`config.mk`:
```
export PLATFORM = sky130hd
export DESIGN_NAME = unspiral
export DESIGN_NICKNAME = d
export VERILOG_FILES = /design/src/rtl/unspiral.sv
export SDC_FILE = /design/constraint.sdc
export NUM_CORES = 1
export LEC_CHECK = 0
export BUFFER_PORTS_ARGS = -buffer_cell sky130_fd_sc_hd__buf_4
export CAP_MARGIN = 20
export CORE_MARGIN = 5
export CORE_UTILIZATION = 51
export DETAILED_ROUTE_END_ITERATION = 12
export GPL_TIMING_DRIVEN = 0
export HOLD_SLACK_MARGIN = 0.06
export MAX_ROUTING_LAYER = met4
export PLACE_DENSITY_LB_ADDON = 0.08
export SLEW_MARGIN = 20
export SYNTH_ARGS = -nofsm -noshare
export SYNTH_HDL_FRONTEND = slang
export SYNTH_SLANG_ARGS = --single-unit
export TNS_END_PERCENT = 20
```
`constraint.sdc`:
```
create_clock -name clk -period 4.1 [get_ports clk]
set_input_delay 0.82 -clock clk [delete_from_list [all_inputs] [get_ports clk]]
set_output_delay 0.82 -clock clk [all_outputs]
set_load 0.01 [all_outputs]
```
`src/rtl/unspiral.sv`:
```
// Spiral-order to raster-order matrix decoder: fill one matrix fully, then drain it fully.
// Optional data_out_last output is enabled by defining UNSPIRAL_LAST_EN.
module unspiral #(
  parameter int DATA_WIDTH = 8,
  parameter int R_WIDTH    = 3,
  parameter int C_WIDTH    = 3
) (
  input  logic                  clk,
  input  logic                  rst,
  input  logic [R_WIDTH-1:0]    row,
  input  logic [C_WIDTH-1:0]    col,
  input  logic [DATA_WIDTH-1:0] data_in,
  input  logic                  data_in_valid,
  output logic                  data_in_rdy,
  output logic [DATA_WIDTH-1:0] data_out,
  output logic                  data_out_valid,
  input  logic                  data_out_rdy,
`ifdef UNSPIRAL_LAST_EN
  output logic                  data_out_last,
`endif
  output logic [1:0]            state_dbg
);
  // Handshake: a beat moves on a rising edge where valid && rdy; the producer holds
  // data/valid stable until that edge, and rdy never depends combinationally on valid.
  localparam int MAX_R = 1 << R_WIDTH;
  localparam int MAX_C = 1 << C_WIDTH;
  localparam int TW    = R_WIDTH + C_WIDTH;

  typedef enum logic [1:0] {IDLE = 2'd0, FILL = 2'd1, DRAIN = 2'd2} state_t;
  typedef enum logic [1:0] {L2R = 2'd0, U2D = 2'd1, R2L = 2'd2, D2U = 2'd3} dir_t;

  state_t state, state_next;
  dir_t   dir, cur_dir, nxt_dir;

  logic [R_WIDTH-1:0] wr_r, top, bot, rd_r, row_reg;
  logic [R_WIDTH-1:0] cur_r, cur_top, cur_bot, nxt_r, nxt_top, nxt_bot;
  logic [C_WIDTH-1:0] wr_c, lft, rgt, rd_c, col_reg;
  logic [C_WIDTH-1:0] cur_c, cur_lft, cur_rgt, nxt_c, nxt_lft, nxt_rgt;
  logic [TW-1:0]      cnt, total, cur_cnt, cur_total, nxt_cnt;
  logic               in_acc, out_acc, rd_last_c, rd_last_r;

  logic [DATA_WIDTH-1:0] mem [MAX_R][MAX_C];

  always_comb begin
    in_acc    = data_in_valid && data_in_rdy;
    out_acc   = data_out_valid && data_out_rdy;
    rd_last_c = (rd_c == col_reg - C_WIDTH'(1));
    rd_last_r = (rd_r == row_reg - R_WIDTH'(1));

    // In IDLE the walk starts from freshly derived bounds so the first beat steps correctly.
    if (state == IDLE) begin
      cur_r     = '0;
      cur_c     = '0;
      cur_top   = '0;
      cur_bot   = row - R_WIDTH'(1);
      cur_lft   = '0;
      cur_rgt   = col - C_WIDTH'(1);
      cur_dir   = L2R;
      cur_cnt   = '0;
      cur_total = TW'(row) * TW'(col);
    end else begin
      cur_r     = wr_r;
      cur_c     = wr_c;
      cur_top   = top;
      cur_bot   = bot;
      cur_lft   = lft;
      cur_rgt   = rgt;
      cur_dir   = dir;
      cur_cnt   = cnt;
      cur_total = total;
    end

    nxt_r   = cur_r;
    nxt_c   = cur_c;
    nxt_top = cur_top;
    nxt_bot = cur_bot;
    nxt_lft = cur_lft;
    nxt_rgt = cur_rgt;
    nxt_dir = cur_dir;
    case (cur_dir)
      L2R: if (cur_c == cur_rgt) begin
             nxt_top = cur_top + R_WIDTH'(1); nxt_dir = U2D; nxt_r = cur_r + R_WIDTH'(1);
           end else nxt_c = cur_c + C_WIDTH'(1);
      U2D: if (cur_r == cur_bot) begin
             nxt_rgt = cur_rgt - C_WIDTH'(1); nxt_dir = R2L; nxt_c = cur_c - C_WIDTH'(1);
           end else nxt_r = cur_r + R_WIDTH'(1);
      R2L: if (cur_c == cur_lft) begin
             nxt_bot = cur_bot - R_WIDTH'(1); nxt_dir = D2U; nxt_r = cur_r - R_WIDTH'(1);
           end else nxt_c = cur_c - C_WIDTH'(1);
      default: if (cur_r == cur_top) begin
             nxt_lft = cur_lft + C_WIDTH'(1); nxt_dir = L2R; nxt_c = cur_c + C_WIDTH'(1);
           end else nxt_r = cur_r - R_WIDTH'(1);
    endcase
    nxt_cnt = cur_cnt + TW'(1);

    state_next = state;
    case (state)
      IDLE, FILL: if (in_acc) state_next = (nxt_cnt == cur_total) ? DRAIN : FILL;
      DRAIN:      if (out_acc && rd_last_c && rd_last_r) state_next = IDLE;
      default:    state_next = IDLE;
    endcase

    data_out_valid = (state == DRAIN);
    data_out       = data_out_valid ? mem[rd_r][rd_c] : '0;
`ifdef UNSPIRAL_LAST_EN
    data_out_last  = data_out_valid && rd_last_c && rd_last_r;
`endif
  end

  assign state_dbg = state;

  always_ff @(posedge clk or posedge rst) begin
    if (rst) begin
      state       <= IDLE;
      data_in_rdy <= 1'b0;
      wr_r        <= '0;
      wr_c        <= '0;
      top         <= '0;
      bot         <= '0;
      lft         <= '0;
      rgt         <= '0;
      dir         <= L2R;
      cnt         <= '0;
      total       <= '0;
      row_reg     <= '0;
      col_reg     <= '0;
      rd_r        <= '0;
      rd_c        <= '0;
    end else begin
      state       <= state_next;
      data_in_rdy <= (state_next != DRAIN);
      if (in_acc) begin
        wr_r <= nxt_r;
        wr_c <= nxt_c;
        top  <= nxt_top;
        bot  <= nxt_bot;
        lft  <= nxt_lft;
        rgt  <= nxt_rgt;
        dir  <= nxt_dir;
        cnt  <= nxt_cnt;
        if (state == IDLE) begin
          row_reg <= row;
          col_reg <= col;
          total   <= cur_total;
        end
      end
      // Read pointers return to [0][0] on the final accept, ready for the next matrix.
      if (out_acc) begin
        if (rd_last_c) begin
          rd_c <= '0;
          rd_r <= rd_last_r ? '0 : rd_r + R_WIDTH'(1);
        end else begin
          rd_c <= rd_c + C_WIDTH'(1);
        end
      end
    end
  end

  always_ff @(posedge clk) begin
    if (in_acc) mem[cur_r][cur_c] <= data_in;
  end
endmodule

```
==> Yosys cells after proc, flatten, opt, wreduce, memory -nomap -nowiden <==
Memories as Yosys holds them, arrays and structs flattened.
Cells that the tools add are included.
{ "totals": {"mem_bits_ro": 0, "output_inout_bits": 12, "word_cells": 106, "latch_bits": 0, "mem_count": 1, "input_bits": 18, "ram_bits": 512, "ff_bits": 47} }
{ "mem_list": {"columns": ["memory", "words", "word_bits", "read_ports", "rd_clocked_by_memory_dff", "write_ports", "line_no", "rtl"], "rows": [
  ["mem", 8, 64, 1, 0, 1, "42", "logic [DATA_WIDTH-1:0] mem [MAX_R][MAX_C];"]
]} }
{ "op_classes": {"eq_ne": 12, "muxes": 46, "mul": 1, "shifts": 0, "n_div": 0, "n_bitwise": 2, "n_reduce_logical": 11, "addsub": 15, "order_cmp": 3} }
{ "op_table": {"columns": ["op", "count"], "rows": [
  ["2-to-1 mux 3 bit", 24],
  ["2-to-1 mux 64 bit", 1],
  ["2-to-1 mux 8 bit", 4],
  ["binary-select mux 8 bit (select 3 bit)", 1],
  ["demux 8 bit (select 3 bit)", 1],
  ["subtractor 3 x 1 -> 3 bit (second input constant)", 8],
  ["adder 3 x 1 -> 3 bit (second input constant)", 6],
  ["== test 3 bit", 6],
  ["one-hot mux 3 bit (3 select lines)", 2],
  ["2-to-1 mux 2 bit", 8],
  ["2-to-1 mux 6 bit", 2],
  [">= comparator 4 bit (second input constant)", 2],
  ["inverter 3 -> 4 bit", 2],
  ["adder 6 x 1 -> 6 bit (second input constant)", 1],
  ["== test 6 bit", 1],
  ["multiplier 3 x 3 -> 6 bit", 1],
  ["one-hot mux 2 bit (3 select lines)", 1],
  ["logical AND 1 bit", 5],
  ["== test 2 x 1 -> 1 bit (second input constant)", 2],
  ["== test 2 bit (second input constant)", 2],
  ["zero test 2 bit", 2],
  ["< comparator 4 x 1 -> 1 bit (second input constant)", 1],
  ["one-hot mux 2 bit (2 select lines)", 1],
  ["AND reduction 2 bit", 2],
  ["4 further kinds", 4]
]} }

==> Logic depth before layout (Yosys ltp) <==
Gate-level depths: netlist of the first run.
{ "logic_depth": {"ltp_word": 8, "ltp_mapped": 12, "mapped_depth_nobuf": 10} }

==> Worst setup path after synthesis of the first run <==
OpenSTA, ideal clock, no wires.
{ "synth_path": {"path_type": "input to register", "from": "input port row[2]", "to": "register state[1], in the netlist state_dbg[1]", "setup_time_ps": 65, "setup_slack_ps": 1140, "stages": 10, "path_buffers": 0, "arrival_time_ps": 2895, "required_ps": 4035, "path_cell_list": "nand2_1 fa_1 inv_1 ha_1 fa_1 xor2_1 nor3_1 a22oi_1 nor3_1 mux2_2"} }
{ "synth_between": {"elab_chain_len": 6} }
{ "synth_rtl": {"columns": ["element", "line_no", "rtl"], "rows": [
  ["start: declaration", "10", "input logic [R_WIDTH-1:0] row,"],
  ["multiplier 3 x 3 -> 6 bit", "60", "cur_total = TW'(row) * TW'(col);"],
  ["2-to-1 mux 6 bit", "51", "if (state == IDLE) begin"],
  ["== test 6 bit", "98", "IDLE, FILL: if (in_acc) state_next = (nxt_cnt == cur_total) ? DRAIN : FILL;"],
  ["2-to-1 mux 2 bit (2 in series)", "98", null],
  ["one-hot mux 2 bit (2 select lines)", "97", "case (state)"],
  ["net state_next[1]", "32", "state_t state, state_next;"],
  ["end signal: assignment", "130", "state <= state_next;"],
  ["end: declaration", "32", null]
]} }
The timed path passes the listed nets, and every way through them passes these cells.
A chain may end at the register's enable or synchronous reset.

==> Final worst setup path of the first run <==
{ "layout_path": {"from": "register rd_r[2]", "to": "output port data_out[1]"} }
{ "layout_between": {"elab_chain_len": 5} }
{ "layout_rtl": {"columns": ["element", "line_no", "rtl"], "rows": [
  ["start: declaration", "35", "logic [R_WIDTH-1:0] wr_r, top, bot, rd_r, row_reg;"],
  ["start signal: assignment", "151", "rd_r <= rd_last_r ? '0 : rd_r + R_WIDTH'(1);"],
  ["memory read (8 x 64 bit)", null, null],
  ["binary-select mux 8 bit (select 3 bit)", "104", "data_out = data_out_valid ? mem[rd_r][rd_c] : '0;"],
  ["2-to-1 mux 8 bit (not written as such) (2 in series)", "104", null],
  ["2-to-1 mux 8 bit", "104", null],
  ["end: declaration", "15", "output logic [DATA_WIDTH-1:0] data_out,"]
]} }
No other way between the ends. The select of a mux whose other input is x is not followed.

==> flow_summary_export.csv, run 1 <==
group,metric,value,unit
clock_network,clock_path_buffers,3,
drt,wirelength,55300,um
clock_network,h-tree-depth,2,
place,post-place-cells,1894,
synthesis,synth_cell_types,60,
synthesis,synth_top_family_by_area,"multiplexers",
place,gp_congestion,0.908,
die,coreArea,45200,sq um
die,die_h,223,um
pwr,power_density,609,nW/um^2
synthesis,synthArstFlopShare,8.41,%
min_path,hold_path.class,"primary input to async pin",
drt,drt_iter0_markers,1341,
critical_path,crit_family,"buffers and inverters",
critical_path,critPathMaxFanout,10,
synthesis,synthXorXnorAreaFrac,1.47,%
sta,finalCritPeriodShare,97.8,%
clock_network,clkTransAtPathRegs,60,ps
final_layout,drive_above_1_share,21.9,%
final_layout,antenna_cells,0,
place,io_buffer_count,29,
critical_path,end_kind,"primary output",
clock_network,cts_tree,"built",
sta,setup_tns,0,ps
clock_network,cts_sinks,559,
critical_path,crit_type,"flip-flop to primary output",
critical_path,crit_chain,"buf_4 -> buf_2 -> mux4_2 -> mux2i_1 -> a221oi_1 -> o21ai_0 -> nand2_1 -> buf_4",
drt,vias_per_cell,6.03,
pwr,p_leak,8.52,nW
synthesis,synth.top_cells.by_area,"edfxtp_1, mux4_2, dfrtp_1, nor2_1, mux2i_1",
critical_path,crit_cells,8,
global_route,grt_start_max_net_pins,65,
final_layout,n_fill_cell,3370,
sta,hold_viol,0,
critical_path,crit_top_cell,"buf_4",
place,dp_hpwl,35500,um
final_layout,fin_nets,1391,
synthesis,netlist.area_leader.share,66.3,%
synthesis,synth-edff-count,512,
synthesis,seq_area_frac_synth,71.4,%
pwr,power,15.9,mW
synthesis,ys_seq_elements,559,
global_route,gr-total-overflow,0,
clock_network,root_buffer,"clkbuf_16",
global_route,grt_pass1_wl,82400,um
critical_path,r2r_end,"mem[4][58]$_DFFE_PP_",
drt,detail_route.wl_per_cell,27.7,um
critical_path,r2r_slack,290,ps
outcome,status,"complete, no violations",
synthesis,synth_mux_area_share,15.6,%
critical_path,critPathSlowestCell,"dfrtp_1",
clock_network,clock_latency,610,ps
final_layout,fin_cells,1996,
global_route,antenna_found_initial,0,
sta,rsz0062_at_grt,"true",
sta,setup_viol,0,
final_layout,largest_registers,"mem: 512 flops, cnt: 6 flops, total: 6 flops",
critical_path,start_kind,"flip-flop",
clock_network,cts_made_buffers,55,
synthesis,synth_fp_nets,1304,
synthesis,syn_inst,1264,
drt,drc,0,
clock_network,cts_setup_buffers,0,
final_layout,largest_register_ff_count,512,
global_route,track_usage,23.1,%
sta,worst_pin_slew,999,ps
critical_path,arrival,3190,ps
die,num_rows,78,
critical_path,cp_num_buf_inv,3,
sta,clock.fmax,249,MHz
drt,postRouteAntennaNets,0,
sta,finalClockSkew,13.9,ps
sta,hold_slack,265,ps
sta,maxSlewHeadroom,33.2,%
sta,timing.final.crit_period,4010,ps
die,ios,30,
synthesis,synth_compound_area_share,3.65,%
job,cap_violations,0,
sta,drv_slew,0,
synthesis,yosys.area.top_type,"edfxtp_1",
final_layout,top_register,"mem",
die,start_util,51.3,%
pwr,ir_drop,0.405,mV
synthesis,synthesis.area,23200,sq um
critical_path,worst_path_largest_cell_delay,480,ps
critical_path,reg2reg_depth,6,
drt,vias,12000,
synthesis,yosysWarnings,0,
synthesis,synth_ff_type,"edfxtp_1",
final_layout,area_growth,12.6,%
critical_path,reg2reg_from,"state_dbg[0]$_DFF_PP0_",
synthesis,synth_fa_ha_area_share,1.25,%
drt,drt_first_pass_iters,5,
die,die-area,49800,sq um
synthesis,synth-simple-area-share,4.86,%
synthesis,avgSynthCellArea,18.3,sq um
global_route,grt_pass1_vias,12000,
critical_path,cp.required,3280,ps
die,die_w,223,um
[routing by layer]
metal | routed length (um) | GRT usage, % | share of wire [%] | vias up
li1 | - | - | - | 5229
met1 | 24700 | 34.0 | 45 | 6334
met2 | 26200 | 34.9 | 47 | 394
met3 | 3240 | 3.75 | 5.9 | 87
met4 | 1210 | 5.34 | 2.2 | 0
met5 | 0 | - | 0 | -
[cell usage in the layout (no fill, tap or decap), types with 7 or more instances in the layout]
cell,n
edfxtp_1,512
buf_6,18
nand2b_1,9
buf_4,35
and2_1,12
a22oi_1,13
clkbuf_16,57
mux2i_1,26
nand2_1,82
clkinv_1,14
nand3_1,15
xnor2_1,21
nor2_1,95
inv_1,16
buf_2,8
clkbuf_1,41
nor3_1,8
xor2_1,18
nor2b_1,9
mux4_2,144
ha_1,20
a21oi_1,21
dfrtp_1,45
o21ai_0,38
clkinv_2,7
[synthesized netlist by cell type (20+ instances only)]
cell      instances
nor2_1           96
mux4_2          144
mux2i_1          31
nand2_1          82
xnor2_1          21
a21oi_1          21
dfrtp_1          47
ha_1             20
edfxtp_1        512
clkbuf_1         28
buf_4            20
o21ai_0          38
[cell type report]
cell class	count	area [sq um]	area share, %
flip-flops and latches	559	16600	63.4
multi-input cells	622	6240	23.9
clock buffers	73	1490	5.70
well taps	600	751	2.88
plain buffers	65	467	1.79
clock inverters	29	295	1.13
repair buffers	30	238	0.911
inverters	18	67.6	0.259
[per-stage QoR]
stage / util (%) / instance area (sq um) / worst slack [ps]
CTS: 57.7 / 26100 / 11.2
finish: 57.8 / 26100 / 91.8
floorplan: - / 23200 / 1140
detailed placement: 53.5 / 24200 / 133
global route: 57.8 / 26100 / -8.12
global placement: 53.4 / 24100 / 158
[cell families after synthesis]
kind of cell / after synthesis
DFF: 559
and+or+nand+nor: 253
muxes: 180
AOI/OAI and AO/OA: 128
buffers and inverters: 83
xor gates and xnor gates: 39
adders and majority gates: 22
[repair_timing]
item,4_1_cts,5_1_grt
hold buffers,0,0
gates resized for setup,43,14
setup endpoints to repair,8,8
hold endpoints to repair,0,0
[worst max path at each step]
stage / to / slack [ps] / start
2_1_floorplan: state_dbg[1]$_DFF_PP0_ / 1140 / row[2]
3_3_place_gp: data_out[6] / 160 / rd_r[2]$_DFFE_PP0P_
3_5_place_dp: data_out[6] / 130 / rd_r[2]$_DFFE_PP0P_
4_1_cts: data_out[4] / 10 / rd_r[1]$_DFFE_PP0P_
5_1_grt: data_out[7] / -8 / rd_r[0]$_DFFE_PP0P_
6_report: data_out[1] / 90 / rd_r[2]$_DFFE_PP0P_
[power by group]
group	internal (mW)	switching, mW	leakage, nW
combinational	1.67	2.40	2.46
clock	2.92	2.12	0.865
sequential	6.60	0.191	5.19
[worst reg2reg max path, delay by kind of cell, from the launching register on]
| kind | cells | cell delay (ps) |
|---|---|---|
| compound gates | 1 | 300 |
| buf+inv | 3 | 1350 |
| flops | 1 | 520 |
| simple gates | 2 | 1280 |
(Power assumes the default switching activity.)
==> run 2, diff against run 1 <==
- CORE_ASPECT_RATIO: unset -> 1.75
- REMOVE_ABC_BUFFERS: unset -> 1
- clock period: 4.1 -> 5 ns (I/O delays scaled with it)
==> run 2 against run 1 <==
Clock skew is 3.8 ps higher. Sequential share of layout area is 0.86 points higher. Utilization is 0.64 points lower. First-iteration DRC count is 33% lower. Clock power is 21% lower. Design area is 1.3% lower. Largest power group unchanged.
==> flow_summary_export.csv, run 2 (synthesized netlist as in run 1, its figures left out) <==
group,metric,value,unit
critical_path,start_kind,"flip-flop",
sta,rsz0062_at_grt,"false",
critical_path,worst_path_largest_cell_delay,740,ps
final_layout,final_cell_mix,"edfxtp_1, mux4_2, nor2_1, nand2_1, clkbuf_16",
die,die_w,171,um
sta,setup_viol,0,
critical_path,end_kind,"primary output",
final_layout,antenna_cells,0,
clock_network,clkTransAtPathRegs,60,ps
sta,setup_tns,0,ps
pwr,ir_drop,0.376,mV
clock_network,cts_resized,0,
critical_path,r2r_end,"mem[0][12]$_DFFE_PP_",
die,coreArea,45100,sq um
sta,finalClockSkew,17.7,ps
global_route,grt_pass1_wl,77900,um
critical_path,arrival,3590,ps
pwr,p_clk_share,31.4,%
critical_path,critPathSlowestCell,"dfrtp_4",
place,io_buffer_count,29,
die,die_h,292,um
sta,fin_ws,408,ps
final_layout,largest_registers,"mem: 512 flops, cnt: 6 flops, total: 6 flops",
sta,finalCritPeriodShare,91.8,%
global_route,track_usage,21.6,%
clock_network,clock_latency,570,ps
drt,vias_per_cell,6.05,
critical_path,reg2reg_from,"data_in_rdy$_DFF_PP0_",
job,cap_violations,0,
final_layout,fin_nets,1331,
pwr,p_seq_share,45.3,%
final_layout,layout_commonest_cell,"edfxtp_1",
pwr,intPower,9.03,mW
critical_path,crit_type,"flip-flop to primary output",
final_layout,area_growth,11.1,%
place,dp_hpwl,33400,um
pwr,power_density,492,nW/um^2
drt,drt_first_pass_iters,7,
sta,maxSlewHeadroom,31.3,%
critical_path,crit_chain,"buf_12 -> buf_12 -> mux4_2 -> mux4_2 -> nand3_1 -> o2111ai_1 -> buf_4",
sta,timing.final.crit_period,4590,ps
min_path,hold_path.class,"primary input to async pin",
pwr,power_switching,3.65,mW
global_route,grt_pass1_vias,12200,
global_route,gr-total-overflow,0,
clock_network,clock_path_buffers,3,
critical_path,critPathMaxFanout,23,
sta,hold_viol,0,
global_route,grt_start_max_net_pins,65,
drt,postRouteAntennaNets,0,
critical_path,reg2reg_depth,5,
pwr,power_frac_comb,23.3,%
drt,wirelength,51700,um
place,post-place-ws,587,ps
final_layout,top_register,"mem",
final_layout,drive_above_1_share,20.6,%
clock_network,cts_sinks,559,
global_route,antenna_found_initial,0,
place,gp_congestion,0.807,
clock_network,h-tree-depth,2,
sta,hold_slack,469,ps
drt,drc,0,
drt,detail_route.wl_per_cell,27.1,um
clock_network,root_buffer,"clkbuf_16",
die,ios,30,
critical_path,r2r_slack,1400,ps
clock_network,cts_setup_buffers,0,
sta,worst_pin_slew,1030,ps
clock_network,cts_made_buffers,50,
pwr,swShare,28.8,%
clock_network,cts_tree,"built",
drt,drt_iter0_markers,899,
final_layout,largest_register_ff_count,512,
die,die-area,50000,sq um
outcome,status,"complete, no violations",
pwr,p_leak,8.31,nW
critical_path,cp.required,4000,ps
drt,vias,11500,
sta,drv_slew,0,
clock_network,cts_hold_buf,0,
die,num_rows,103,
sta,clock.fmax,218,MHz
die,start_util,51.4,%
## run 2: power by group through the flow
stage / registers (mW) / clock network [mW] / logic (mW)
floorplan: 5.90 / 0 / 2.02
global placement: 6.12 / 0 / 2.91
detailed placement: 5.84 / 0 / 3.00
CTS: 5.74 / 4.06 / 3.01
global route: 5.78 / 4.24 / 3.20
finish: 5.74 / 3.98 / 2.96
## run 2: layer usage
metal  part of all wire [%]  global-route usage [%]  vias to the layer above
met2                     56                    38.9                      282
met5                      0                       -                        -
met3                    4.1                    2.28                       67
met1                     37                    26.3                     6084
li1                       -                       -                     5100
met4                    2.2                    4.99                        0
## run 2: worst max-delay path: cells and delay by family, from the launching register on
family                 cells  cell delay, ps
muxes                      2            1180
buffers and inverters      3             770
DFF                        1             740
AOI/OAI and AO/OA          1             180
and+or+nand+nor            1             140
## run 2: worst max-delay path by stage
stage / startpoint / to / slack, ps / cells past startpoint
6_report: rd_r[0]$_DFFE_PP0P_ / data_out[5] / 410 / 7
3_3_place_gp: rd_r[0]$_DFFE_PP0P_ / data_out[0] / -5220 / 6
3_5_place_dp: data_in_valid / mem[2][11]$_DFFE_PP_ / 590 / 6
4_1_cts: rd_r[0]$_DFFE_PP0P_ / data_out[5] / 290 / 7
5_1_grt: rd_r[0]$_DFFE_PP0P_ / data_out[3] / 200 / 7
2_1_floorplan: rd_r[0]$_DFFE_PP0P_ / data_out[6] / -2090 / 5
## run 2: cell type report
cell class | count | area [sq um]
Multi-Input combinational cell | 622 | 6220
Inverter | 18 | 67.6
Clock inverter | 28 | 329
Clock buffer | 63 | 1380
Tap cell | 577 | 722
Sequential cell | 559 | 16600
Timing Repair Buffer | 40 | 470
Fill cell | 3510 | 19300
## run 2: through the flow
stage               cell area (sq um)  power, mW  std cells  utilization (%)
floorplan                       22800       7.92       1199                -
global placement                23800       9.03       1805             52.7
detailed placement              24000       8.85       1815             53.3
CTS                             25700       12.8       1906             57.1
global route                    25800       13.2       1907             57.1
finish                          25800       12.7       1907             57.1
==> run 3, diff against run 2 <==
- BUFFER_PORTS_ARGS: -buffer_cell sky130_fd_sc_hd__buf_4 -> -buffer_cell sky130_fd_sc_hd__buf_2
==> run 3 against run 2 <==
Flip-flop and latch count unchanged. Highest routed layer unchanged. Largest power group unchanged. Sequential share of layout area up 0.50 points. Register-to-register slack improved by 80 ps.
==> flow_summary_export.csv, run 3 (synthesized netlist as in run 1, its figures left out) <==
group,metric,value,unit
critical_path,worst_path_largest_cell_delay,810,ps
final_layout,final_util,56.7,%
sta,hold_viol,0,
die,die-area,50000,sq um
place,gp_congestion,0.833,
sta,worst_pin_slew,983,ps
pwr,swShare,29.5,%
final_layout,top_register,"mem",
sta,setup_tns,0,ps
place,post-place-cells,1816,
global_route,top_usage_layer,"met2",
die,die_h,292,um
global_route,antenna_found_initial,0,
global_route,grt_start_max_net_pins,65,
global_route,met2_usage,38.3,%
clock_network,cts_resized,0,
final_layout,largest_register_ff_count,512,
critical_path,critPathMaxFanout,26,
drt,vias_per_cell,6.06,
die,coreArea,45100,sq um
pwr,power_switching,3.67,mW
sta,timing.final.crit_period,4620,ps
critical_path,r2r_end,"mem[3][20]$_DFFE_PP_",
drt,vias,11600,
pwr,power_density,487,nW/um^2
clock_network,cts_setup_buffers,0,
sta,clock.fmax,216,MHz
critical_path,start_kind,"flip-flop",
min_path,hold_path.class,"primary input to async pin",
place,dp_hpwl,33900,um
global_route,track_usage,22.1,%
drt,postRouteAntennaNets,0,
final_layout,drive_above_1_share,20.4,%
die,die_w,171,um
critical_path,arrival,3620,ps
critical_path,critPathSlowestCell,"dfrtp_4",
critical_path,crit_top_cell,"mux4_2",
clock_network,cts_hold_buf,0,
global_route,grt_pass1_vias,12100,
critical_path,end_kind,"primary output",
drt,drc,0,
critical_path,crit_family,"multiplexers",
clock_network,cts_tree,"built",
final_layout,layout_commonest_cell,"edfxtp_1",
final_layout,area_growth,10.3,%
pwr,p_clk_share,30.2,%
die,start_util,51.4,%
final_layout,fin_nets,1331,
drt,drt_iter0_markers,885,
clock_network,cts_sinks,559,
critical_path,r2r_slack,1480,ps
clock_network,clock_path_buffers,3,
global_route,grt_pass1_wl,79000,um
sta,maxSlewHeadroom,34.3,%
critical_path,crit_chain,"buf_16 -> buf_12 -> mux4_2 -> mux4_2 -> nand3_1 -> o2111ai_1 -> buf_2",
pwr,intPower,8.78,mW
sta,finalCritPeriodShare,92.4,%
global_route,gr-total-overflow,0,
outcome,status,"complete, no violations",
die,num_rows,103,
critical_path,crit_type,"flip-flop to primary output",
critical_path,crit_cells,7,
place,io_buffer_count,29,
final_layout,largest_registers,"mem: 512 flops, cnt: 6 flops, total: 6 flops",
critical_path,reg2reg_from,"state_dbg[1]$_DFF_PP0_",
clock_network,cts_made_buffers,50,
clock_network,clkTransAtPathRegs,70,ps
sta,setup_viol,0,
drt,detail_route.wl_per_cell,27.4,um
pwr,power_frac_comb,23.7,%
sta,drv_slew,0,
critical_path,cp_num_buf_inv,3,
critical_path,reg2reg_depth,5,
final_layout,final_cell_mix,"edfxtp_1, mux4_2, nor2_1, nand2_1, clkbuf_16",
clock_network,h-tree-depth,2,
drt,wirelength,52300,um
die,ios,30,
global_route,met1_usage,27.4,%
critical_path,cp.required,4000,ps
final_layout,fin_cells,1906,
clock_network,clock_latency,570,ps
final_layout,antenna_cells,0,
pwr,ir_drop,0.355,mV
pwr,p_seq_share,46.1,%
job,cap_violations,0,
sta,rsz0062_at_grt,"false",
sta,finalClockSkew,15.7,ps
clock_network,root_buffer,"clkbuf_16",
global_route,grt_use_met3,2.65,%
pwr,p_leak,8.25,nW
drt,drt_first_pass_iters,5,
-- run 3: how the worst max path moves through the flow --
stage,endpoint,start
6_report,data_out[2],rd_r[0]$_DFFE_PP0P_
2_1_floorplan,data_out[6],rd_r[0]$_DFFE_PP0P_
4_1_cts,data_out[2],rd_r[0]$_DFFE_PP0P_
5_1_grt,data_out[1],rd_r[0]$_DFFE_PP0P_
3_3_place_gp,data_out[0],rd_r[0]$_DFFE_PP0P_
3_5_place_dp,mem[0][33]$_DFFE_PP_,data_in_valid
-- run 3: power by group through the flow --
stage	sequential (mW)	combinational [mW]	clock (mW)
finish	5.74	2.95	3.76
global placement	6.12	2.91	0
CTS	5.74	3.01	3.83
detailed placement	5.84	3.00	0
floorplan	5.90	2.02	0
global route	5.78	3.21	4.02
-- run 3: routing by layer --
metal  routed length (um)  part of all wire, %  vias up
met4                 1520                  2.9        0
met2                28800                   55      251
li1                     -                    -     5114
met3                 2230                  4.3       78
met5                    0                    0        -
met1                19800                   38     6115
-- run 3: worst reg2reg max path: cells and delay by family (launching register included) --
| family | cells | cell delay, ps |
|---|---|---|
| AND/OR/NAND/NOR | 4 | 2370 |
| buffers and inverters | 1 | 170 |
| flip-flops | 1 | 580 |
-- run 3: per-stage QoR --
| step | hold slack (ps) | instance area, sq um | worst slack (ps) | total power [mW] |
|---|---|---|---|---|
| 2_1_floorplan | 445 | 22800 | -2090 | 7.92 |
| 3_3_place_gp | 465 | 23700 | -5290 | 9.02 |
| 3_5_place_dp | 478 | 24000 | 604 | 8.84 |
| 4_1_cts | 392 | 25600 | 264 | 12.6 |
| 5_1_grt | 429 | 25600 | 193 | 13.0 |
| 6_report | 399 | 25600 | 379 | 12.4 |
-- run 3: cell type report --
type                            count  area [sq um]
Sequential cell                   559         16600
Inverter                           18          67.6
Timing Repair Buffer               40           405
Fill cell                        3516         19500
Tap cell                          577           722
Clock inverter                     28           220
Multi-Input combinational cell    622          6220
Clock buffer                       62          1360
